===== src/rtl/par_data_src.sv =====
// Parallel data source: each rising edge of ask_for_data produces a burst of
// 1..N words generated by an increment, decrement, LFSR or hold rule.
module par_data_src #(
  parameter int              WIDTH   = 4,
  parameter int              STEP    = 1,
  parameter int              LIMIT   = 15,
  parameter logic [WIDTH-1:0] TAPS   = 4'b1100,
  parameter logic [WIDTH-1:0] SEED   = 4'd1,
  parameter int              BURST_W = 4
) (
  input  logic               sclk,
  input  logic               rst,
  input  logic               ask_for_data,
  input  logic [1:0]         mode,
  input  logic [BURST_W-1:0] burst_len,
  output logic [WIDTH-1:0]   data,
  output logic               data_valid,
  output logic               busy,
  output logic               wrap,
  output logic               overrun
);

  typedef enum logic [0:0] {
    IDLE  = 1'b0,
    BURST = 1'b1
  } state_t;

  localparam logic [WIDTH:0]     STEP_X = (WIDTH+1)'(STEP);
  localparam logic [WIDTH:0]     LIMIT_X = (WIDTH+1)'(LIMIT);
  localparam logic [BURST_W-1:0] ZERO_B = {BURST_W{1'b0}};
  localparam logic [BURST_W-1:0] ONE_B = BURST_W'(1);

  // Returns {wrap, next_data}; arithmetic is one bit wider so overflow is visible.
  function automatic logic [WIDTH:0] next_word(input logic [WIDTH-1:0] cur,
                                               input logic [1:0]       m);
    logic [WIDTH:0]   cur_x;
    logic [WIDTH:0]   sum_x;
    logic [WIDTH:0]   diff_x;
    logic [WIDTH-1:0] lfsr_v;
    logic [WIDTH:0]   res;
    cur_x  = {1'b0, cur};
    sum_x  = cur_x + STEP_X;
    diff_x = cur_x - STEP_X;
    lfsr_v = {1'b0, cur[WIDTH-1:1]} ^ (cur[0] ? TAPS : {WIDTH{1'b0}});
    res    = {1'b0, cur};
    case (m)
      2'b00: begin
        if (sum_x > LIMIT_X) res = {1'b1, {WIDTH{1'b0}}};
        else                 res = {1'b0, sum_x[WIDTH-1:0]};
      end
      2'b01: begin
        if (cur_x < STEP_X) res = {1'b1, LIMIT_X[WIDTH-1:0]};
        else                res = {1'b0, diff_x[WIDTH-1:0]};
      end
      2'b10: begin
        if (cur == {WIDTH{1'b0}}) res = {1'b0, SEED};
        else                      res = {(lfsr_v == SEED), lfsr_v};
      end
      2'b11:   res = {1'b0, cur};
      default: res = {1'b0, cur};
    endcase
    return res;
  endfunction

  state_t             state_r, state_s;
  logic [1:0]         mode_r, mode_s;
  logic [BURST_W-1:0] remaining_r, remaining_s;
  logic [WIDTH-1:0]   data_r, data_s;
  logic               data_valid_r, data_valid_s;
  logic               busy_r, busy_s;
  logic               wrap_r, wrap_s;
  logic               overrun_r, overrun_s;
  logic               ask_q_r;
  logic               req_s;
  logic [1:0]         rule_s;
  logic [BURST_W-1:0] len_s;
  logic [WIDTH:0]     nxt_s;

  // Next-state and next-output computation for the burst sequencer.
  always_comb begin
    req_s        = ask_for_data & ~ask_q_r;
    state_s      = state_r;
    mode_s       = mode_r;
    remaining_s  = remaining_r;
    data_s       = data_r;
    data_valid_s = 1'b0;
    busy_s       = 1'b0;
    wrap_s       = 1'b0;
    overrun_s    = overrun_r;
    len_s        = (burst_len == ZERO_B) ? ONE_B : burst_len;
    if (state_r == IDLE) rule_s = mode;
    else                 rule_s = mode_r;
    nxt_s = next_word(data_r, rule_s);
    case (state_r)
      IDLE: begin
        if (req_s) begin
          mode_s       = mode;
          data_s       = nxt_s[WIDTH-1:0];
          wrap_s       = nxt_s[WIDTH];
          data_valid_s = 1'b1;
          remaining_s  = len_s - ONE_B;
          if (remaining_s == ZERO_B) state_s = IDLE;
          else                       state_s = BURST;
        end else begin
          state_s = IDLE;
        end
      end
      BURST: begin
        data_s       = nxt_s[WIDTH-1:0];
        wrap_s       = nxt_s[WIDTH];
        data_valid_s = 1'b1;
        busy_s       = 1'b1;
        remaining_s  = remaining_r - ONE_B;
        if (remaining_r == ONE_B) state_s = IDLE;
        else                      state_s = BURST;
        // A request arriving mid-burst is lost but remembered.
        if (req_s) overrun_s = 1'b1;
        else       overrun_s = overrun_r;
      end
      default: begin
        state_s     = IDLE;
        remaining_s = ZERO_B;
      end
    endcase
  end

  // State and output registers with synchronous reset.
  always_ff @(posedge sclk) begin
    if (rst) begin
      state_r      <= IDLE;
      mode_r       <= 2'b00;
      remaining_r  <= ZERO_B;
      data_r       <= {WIDTH{1'b0}};
      data_valid_r <= 1'b0;
      busy_r       <= 1'b0;
      wrap_r       <= 1'b0;
      overrun_r    <= 1'b0;
      ask_q_r      <= 1'b0;
    end else begin
      state_r      <= state_s;
      mode_r       <= mode_s;
      remaining_r  <= remaining_s;
      data_r       <= data_s;
      data_valid_r <= data_valid_s;
      busy_r       <= busy_s;
      wrap_r       <= wrap_s;
      overrun_r    <= overrun_s;
      ask_q_r      <= ask_for_data;
    end
  end

  assign data       = data_r;
  assign data_valid = data_valid_r;
  assign busy       = busy_r;
  assign wrap       = wrap_r;
  assign overrun    = overrun_r;

endmodule


===== config.mk =====
export PLATFORM = sky130hd
export DESIGN_NAME = par_data_src
export DESIGN_NICKNAME = d
export VERILOG_FILES = /design/src/rtl/par_data_src.sv
export SDC_FILE = /design/constraint.sdc
export NUM_CORES = 1
export LEC_CHECK = 0
export ABC_AREA = 1
export CORE_UTILIZATION = 40
export CTS_CLUSTER_SIZE = 10
export DETAILED_ROUTE_END_ITERATION = 12
export PLACE_DENSITY_LB_ADDON = 0.15
export SYNTH_ARGS = -nofsm -noshare
export SYNTH_HDL_FRONTEND = slang
export SYNTH_SLANG_ARGS = --single-unit
export TNS_END_PERCENT = 1

===== constraint.sdc =====
create_clock -name sclk -period 2.7 [get_ports sclk]
set_input_delay 0.675 -clock sclk [delete_from_list [all_inputs] [get_ports sclk]]
set_output_delay 0.675 -clock sclk [all_outputs]
set_load 0.03 [all_outputs]

### Yosys cells after proc, flatten, opt, wreduce, memory -nomap -nowiden

Index checks and enable logic that the tools add are counted.

| operators by class | value |
|---|---|
| shift-type cells | 0 |
| order comparisons | 2 |
| divide/modulo/power cells | 0 |
| bitwise logic cells | 4 |
| add/sub/neg operators | 4 |
| equal/unequal tests | 6 |
| $mul | 0 |
| reductions and logical operators | 6 |
| muxes and demuxes | 20 |

Operators with widths:

| kind | count |
|---|---|
| $pmux 5 s4 | 1 |
| $mux 4 | 4 |
| $pmux 4 s2 | 2 |
| $mux 5 | 3 |
| $logic_not 4->1 | 3 |
| $sub 4x1->4 const B | 3 |
| $eq 4x1->1 const B | 2 |
| $mux 1 | 6 |
| $pmux 1 s2 | 3 |
| $add 4x1->5 const B | 1 |
| $gt 5x4->1 const B | 1 |
| $eq 2x2->1 const B | 2 |
| $lt 4x1->1 const B | 1 |
| $reduce_and 2->1 | 2 |
| $xor 3x4->4 | 1 |
| $eq 2x1->1 const B | 1 |
| $logic_not 2->1 | 1 |
| $mux 2 | 1 |
| $ne 2x2->1 const B | 1 |
| $not 1->1 | 2 |
| $and 1x1->1 | 1 |

| storage, ports and cells | value |
|---|---|
| memory bits (read-only) | 0 |
| flip-flop bits (word level) | 16 |
| memories kept | 0 |
| input port bits | 9 |
| bits in writable memories | 0 |
| output and inout port bits | 8 |
| latch bits | 0 |
| word-level logic and storage cells | 51 |

### Logic depth before layout (Yosys ltp)

| depth | value |
|---|---|
| depth in word-level cells | 7 |
| gate-level depth with buffers | 11 |
| gate-level depth less buffers | 10 |

### Worst setup path after synthesis

Ideal clock, no wire load.

| timing | value |
|---|---|
| kind | input -> register |
| start point | input burst_len[1] |
| end point | register state_r |
| arrival time | 1.629 ns |
| library setup time | 0.124 ns |
| path slack | 0.946 ns |
| cell stages on the path | 7 |
| path buffers | 0 |
| required time | 2.576 ns |
| cells stage by stage | or2_2 -> nor2_1 -> nor2_1 -> ha_1 -> xnor2_1 -> and3_1 -> o21ai_0 |

| between the ends | value |
|---|---|
| cells in the longest elaborated chain, start to end | 7 |

Ends and longest elaborated chain:

| element | RTL line | text |
|---|---|---|
| start: declaration | 15 | `input logic [BURST_W-1:0] burst_len,` |
| $logic_not 4->1 | 90 | `len_s = (burst_len == ZERO_B) ? ONE_B : burst_len;` |
| $mux 4 * | 90 |  |
| $sub 4x1->4 * | 101 | `remaining_s = len_s - ONE_B;` |
| $logic_not 4->1 * | 102 | `if (remaining_s == ZERO_B) state_s = IDLE;` |
| $mux 1 * | 102 |  |
| $mux 1 * | 96 | `if (req_s) begin` |
| $pmux 1 s2 * | 94 | `case (state_r)` |
| end signal: assignment | 140 | `state_r <= state_s;` |
| end: declaration | 65 | `state_t state_r, state_s;` |

Mark *: on every way between the ends. The rest lies on a longest branch, timed or not.
A chain may end at the register's enable or synchronous reset.

### Worst setup path after layout

| timing | value |
|---|---|
| start point | register data_r[2] (netlist: data[2]) |
| end point | output data[2] |

RTL lines:

| element | RTL line | text |
|---|---|---|
| start: declaration | 68 | `logic [WIDTH-1:0] data_r, data_s;` |
| start signal: assignment | 133 | `data_r <= {WIDTH{1'b0}};` |
| start signal: assignment | 143 | `data_r <= data_s;` |
| end: declaration | 16 | `output logic [WIDTH-1:0] data,` |

No word-level cell between the ends.

==> summary by stage <==
Status
The flow ran to the end, and the final reports show no timing, DRC or antenna violations.

Critical path
STA puts the critical path data arrival time at approximately 1600 ps. For this run, the slowest stage of the critical path takes 750 ps. Across all register-to-register paths, the minimum setup slack is between 1000 and 1500 ps. The nature of the critical path startpoint is a register. The critical-path cell with the highest stage delay is sky130_fd_sc_hd__clkdlybuf4s50_1.

The worst setup path category is reg -> out. The required time of the critical path is just over 2000 ps. In this run the worst path has a maximum fanout of 11.

The number of buffers and inverters on the critical path is 1. Grouping stages by cell kind, the critical path spends the most delay in buffers and inverters. The worst setup path is captured at an output pin. Traced cell by cell, the critical path runs through clkdlybuf4s50_1.

STA
For the pin with the worst max-slew slack, the measured transition is approximately 480 ps. Subtracting the final worst setup slack from the clock period gives between 2000 and 2500 ps. The final number of hold-violating endpoints is 0.

The setup skew after layout is 14.0 ps. The number of slew-limit violations in the final report is 0. After layout, the worst path uses between 80% and 90% of the clock period.

The total negative slack is 0 ps. The total of endpoints with negative setup slack in the final report is 0. Setup repair after global routing left no endpoint under its margin. The worst pin sits at a relative slew slack of between 60% and 70%. The maximum frequency from static timing analysis is ~440 MHz.

Yosys
After technology mapping, the gate count stands at 177. The post-synthesis cell area is about 0.0011 mm². The average instance area after synthesis is roughly 6.5 µm². Synthesis produced a netlist with a net count of between 150 and 200.

The share of the yosys chip area belonging to registers is between 20% and 30%. The number of library cell types mapped by synthesis is 27. The yosys synthesis warning count is 0. The total of flip-flops plus latches after synthesis is 16.

CTS
CTS saw 16 sinks. The hold buffer count at CTS is 0. The clock latency on the worst-skew pair is 290 ps. Post-CTS repair changed the size of 0 cells. Post-CTS timing repair inserted 0 buffers for setup. CTS built an H-tree with a depth of 1.

Clock-pin slew was measured on the worst setup and hold paths at roughly 90 ps. Counting along the longest clock path gives a buffer depth of 2. The CTS tree is built. The TritonCTS buffer count is 3. The tree is rooted in a sky130_fd_sc_hd__clkbuf_4.

Place
The HPWL after detailed placement is 1.91 mm. The final weighted congestion in routability-driven placement is ~0.87. Port buffering added 16 buffers.

Final layout
The net count of the finished layout is between 200 and 250. The storage element area is ~320 µm². The area added between synthesis and finish is 18.8%. The filler cells instantiated in the layout total between 200 and 300. The final design utilization is roughly 50%. The post-route netlist has slightly above 8% of its cells at a drive strength greater than 1. 0 antenna diodes ended up in the layout.

The multi-input combinational cell area is 703 µm².

Route
After detailed routing, the number of remaining DRC violations is 0. The final route contains about 1100 vias. Summed over all nets, wire length on met2 after detailed routing comes to around 1.3 mm.

The count of nets left with antenna violations once routing finished came out at 0. The detailed-route wire length is between 2 and 2.5 mm. The number of violations reported at the end of detailed-routing iteration 0 is 34. In the final routed layout, each cell accounts on average for around 11 µm. The wire length the detailed router placed on met1 is ~1.1 mm.

The detailed-route vias per instance is between 4 and 5. The total iterations of the first detailed-routing run is 4. The highest layer touched by signal routing is met4. The met3 routed wirelength is ~80 µm.

Power
The relative contribution of the clock network to total power is about 21%. The share of total power dissipated in sequential elements is between 30% and 40%. In this run, the combinational gates consume 41.7% of the power. Summed over all nets, the switching power comes to ~0.00032 W. The analysis attributes to cell leakage a power of between 0.6 and 0.7 nW. The power per unit of standard cell area is between 500 and 600 mW/mm². IR analysis of the VDD net gives a maximum drop of 0.000365 V. The total internal power is ~0.00047 W. Of the total power, the share spent switching nets is roughly two fifths.

Floorplan
After floorplanning, the core was sized to cover around 0.0027 mm². The count of standard-cell rows is 19. For this configuration, the core starts out at a cell density of between 40% and 50%.

The die is 55.5 µm tall. The die covers ~0.003 mm². The I/O pin count is 17. The floorplan step set the die width to around 56 µm.

Run
The reported max-cap violation count is 0.

Hold path
The worst hold path belongs to the class reg -> reg.

Global routing
Entering global routing, the biggest net connects 12 pins. Global routing consumed, over all layers together, about 17% of the routing resources. The initial antenna violation count is 0. The number of global-route vias before repair was roughly 1000. The first-pass GRT wire length is roughly 4.3 mm.

For this run the aggregate overflow at the end of global routing stands at 0.
==> power groups by stage <==
stage | Clock (W) | Combinational (W) | Sequential [W]
2_1_floorplan | 0 | 0.000231 | 0.000316
3_3_place_gp | 0 | 0.000327 | 0.000303
3_5_place_dp | 0 | 0.000330 | 0.000304
4_1_cts | 0.000168 | 0.000332 | 0.000298
5_1_grt | 0.000176 | 0.000373 | 0.000304
6_report | 0.000163 | 0.000331 | 0.000298
==> layer usage <==
metal / track usage (%) / up-vias
li1: - / 590
met1: 21.0 / 499
met2: 31.7 / 14
met3: 1.41 / 2
met4: 6.43 / 0
met5: 0 / -
==> stage by stage <==
stage	hold WS, ps	instances	setup WS, ps	power, W	cell area [µm²]
2_1_floorplan	452	177	946	0.000547	1140
3_3_place_gp	440	222	468	0.000630	1320
3_5_place_dp	444	222	420	0.000633	1320
4_1_cts	462	226	413	0.000798	1360
5_1_grt	496	226	343	0.000853	1360
6_report	456	226	427	0.000793	1360
==> final timing paths <==
path              cells past startpoint    start  endpoint
setup / recovery                      1  data[2]   data[2]
hold / removal                        2  overrun   overrun
setup reg to reg                      9  data[1]   data[0]
hold reg to reg                       2  overrun   overrun
==> cell type report <==
cell class              count  area share, %
repair buffers             17           12.3
multi-input cells         135           51.7
inverters                  23           6.90
flip-flops and latches     16           23.6
clock buffers               4           2.67
well taps                  31           2.85
==> logic make-up (layout without fill, tap and decap cells) <==
logic type / after synthesis / count (layout) / share of synthesized area (%)
buffers and inverters: 26 / 44 / 10.6
flip-flops: 16 / 16 / 28.0
adder cells (fa/ha/maj): 9 / 9 / 9.84
AO/OA/AOI/OAI: 19 / 19 / 10.3
AND/OR/NAND/NOR: 103 / 103 / 38.3
XOR/XNOR: 4 / 4 / 3.06
==> placed cells by master, fill, tap and decap left out <==
cell	netlist	routed
sky130_fd_sc_hd__a21oi_1	3	3
sky130_fd_sc_hd__or2_2	1	1
sky130_fd_sc_hd__nor2_2	2	2
sky130_fd_sc_hd__a211oi_1	1	1
sky130_fd_sc_hd__inv_1	21	21
sky130_fd_sc_hd__o21bai_1	1	1
sky130_fd_sc_hd__buf_4	0	1
sky130_fd_sc_hd__nor3_1	1	1
sky130_fd_sc_hd__a31oi_1	1	1
sky130_fd_sc_hd__xnor2_1	1	1
sky130_fd_sc_hd__nand3_1	10	10
sky130_fd_sc_hd__nor2_1	32	32
sky130_fd_sc_hd__clkdlybuf4s50_1	0	16
sky130_fd_sc_hd__xor2_1	3	3
sky130_fd_sc_hd__and3_1	1	1
sky130_fd_sc_hd__nand2_2	3	3
sky130_fd_sc_hd__o21ai_0	9	9
sky130_fd_sc_hd__nand2_1	49	49
sky130_fd_sc_hd__inv_2	1	1
sky130_fd_sc_hd__ha_1	9	9
sky130_fd_sc_hd__inv_8	1	1
sky130_fd_sc_hd__a21boi_1	1	1
sky130_fd_sc_hd__clkbuf_4	0	3
sky130_fd_sc_hd__clkbuf_8	0	1
sky130_fd_sc_hd__o22ai_1	2	2
sky130_fd_sc_hd__a21oi_4	1	1
sky130_fd_sc_hd__nand2_4	2	2
sky130_fd_sc_hd__dfxtp_1	16	16
sky130_fd_sc_hd__nand4_1	2	2
==> cell usage after synthesis, drive strengths merged <==
| cell | instances | area share (%) |
|---|---|---|
| inv | 23 | 8.2 |
| a211oi | 1 | 0.66 |
| clkbuf | 1 | 0.44 |
| nor2 | 34 | 12 |
| buf | 2 | 2.0 |
| a31oi | 1 | 0.55 |
| a21boi | 1 | 0.66 |
| a21oi | 4 | 2.7 |
| or2 | 1 | 0.55 |
| nor3 | 1 | 0.44 |
| and3 | 1 | 0.55 |
| nand3 | 10 | 4.4 |
| xnor2 | 1 | 0.77 |
| nand2 | 54 | 20 |
| dfxtp | 16 | 28 |
| o21bai | 1 | 0.66 |
| o22ai | 2 | 1.1 |
| xor2 | 3 | 2.3 |
| ha | 9 | 9.8 |
| o21ai | 9 | 3.9 |
| nand4 | 2 | 1.1 |
==> tightest hold or removal path, stage by stage, from the launching register on <==
cell	delay, ps
sky130_fd_sc_hd__dfxtp_1	320
sky130_fd_sc_hd__nand2_1	60
sky130_fd_sc_hd__nand2_1	50
==> registers in the layout (all words and copies together), names as in the netlist <==
name,cells
data,4
remaining_r,4
mode_r,2
ask_q_r,1
busy,1
data_valid,1
overrun,1
state_r,1
wrap,1
Note: power is estimated with default switching activity, not from simulation.
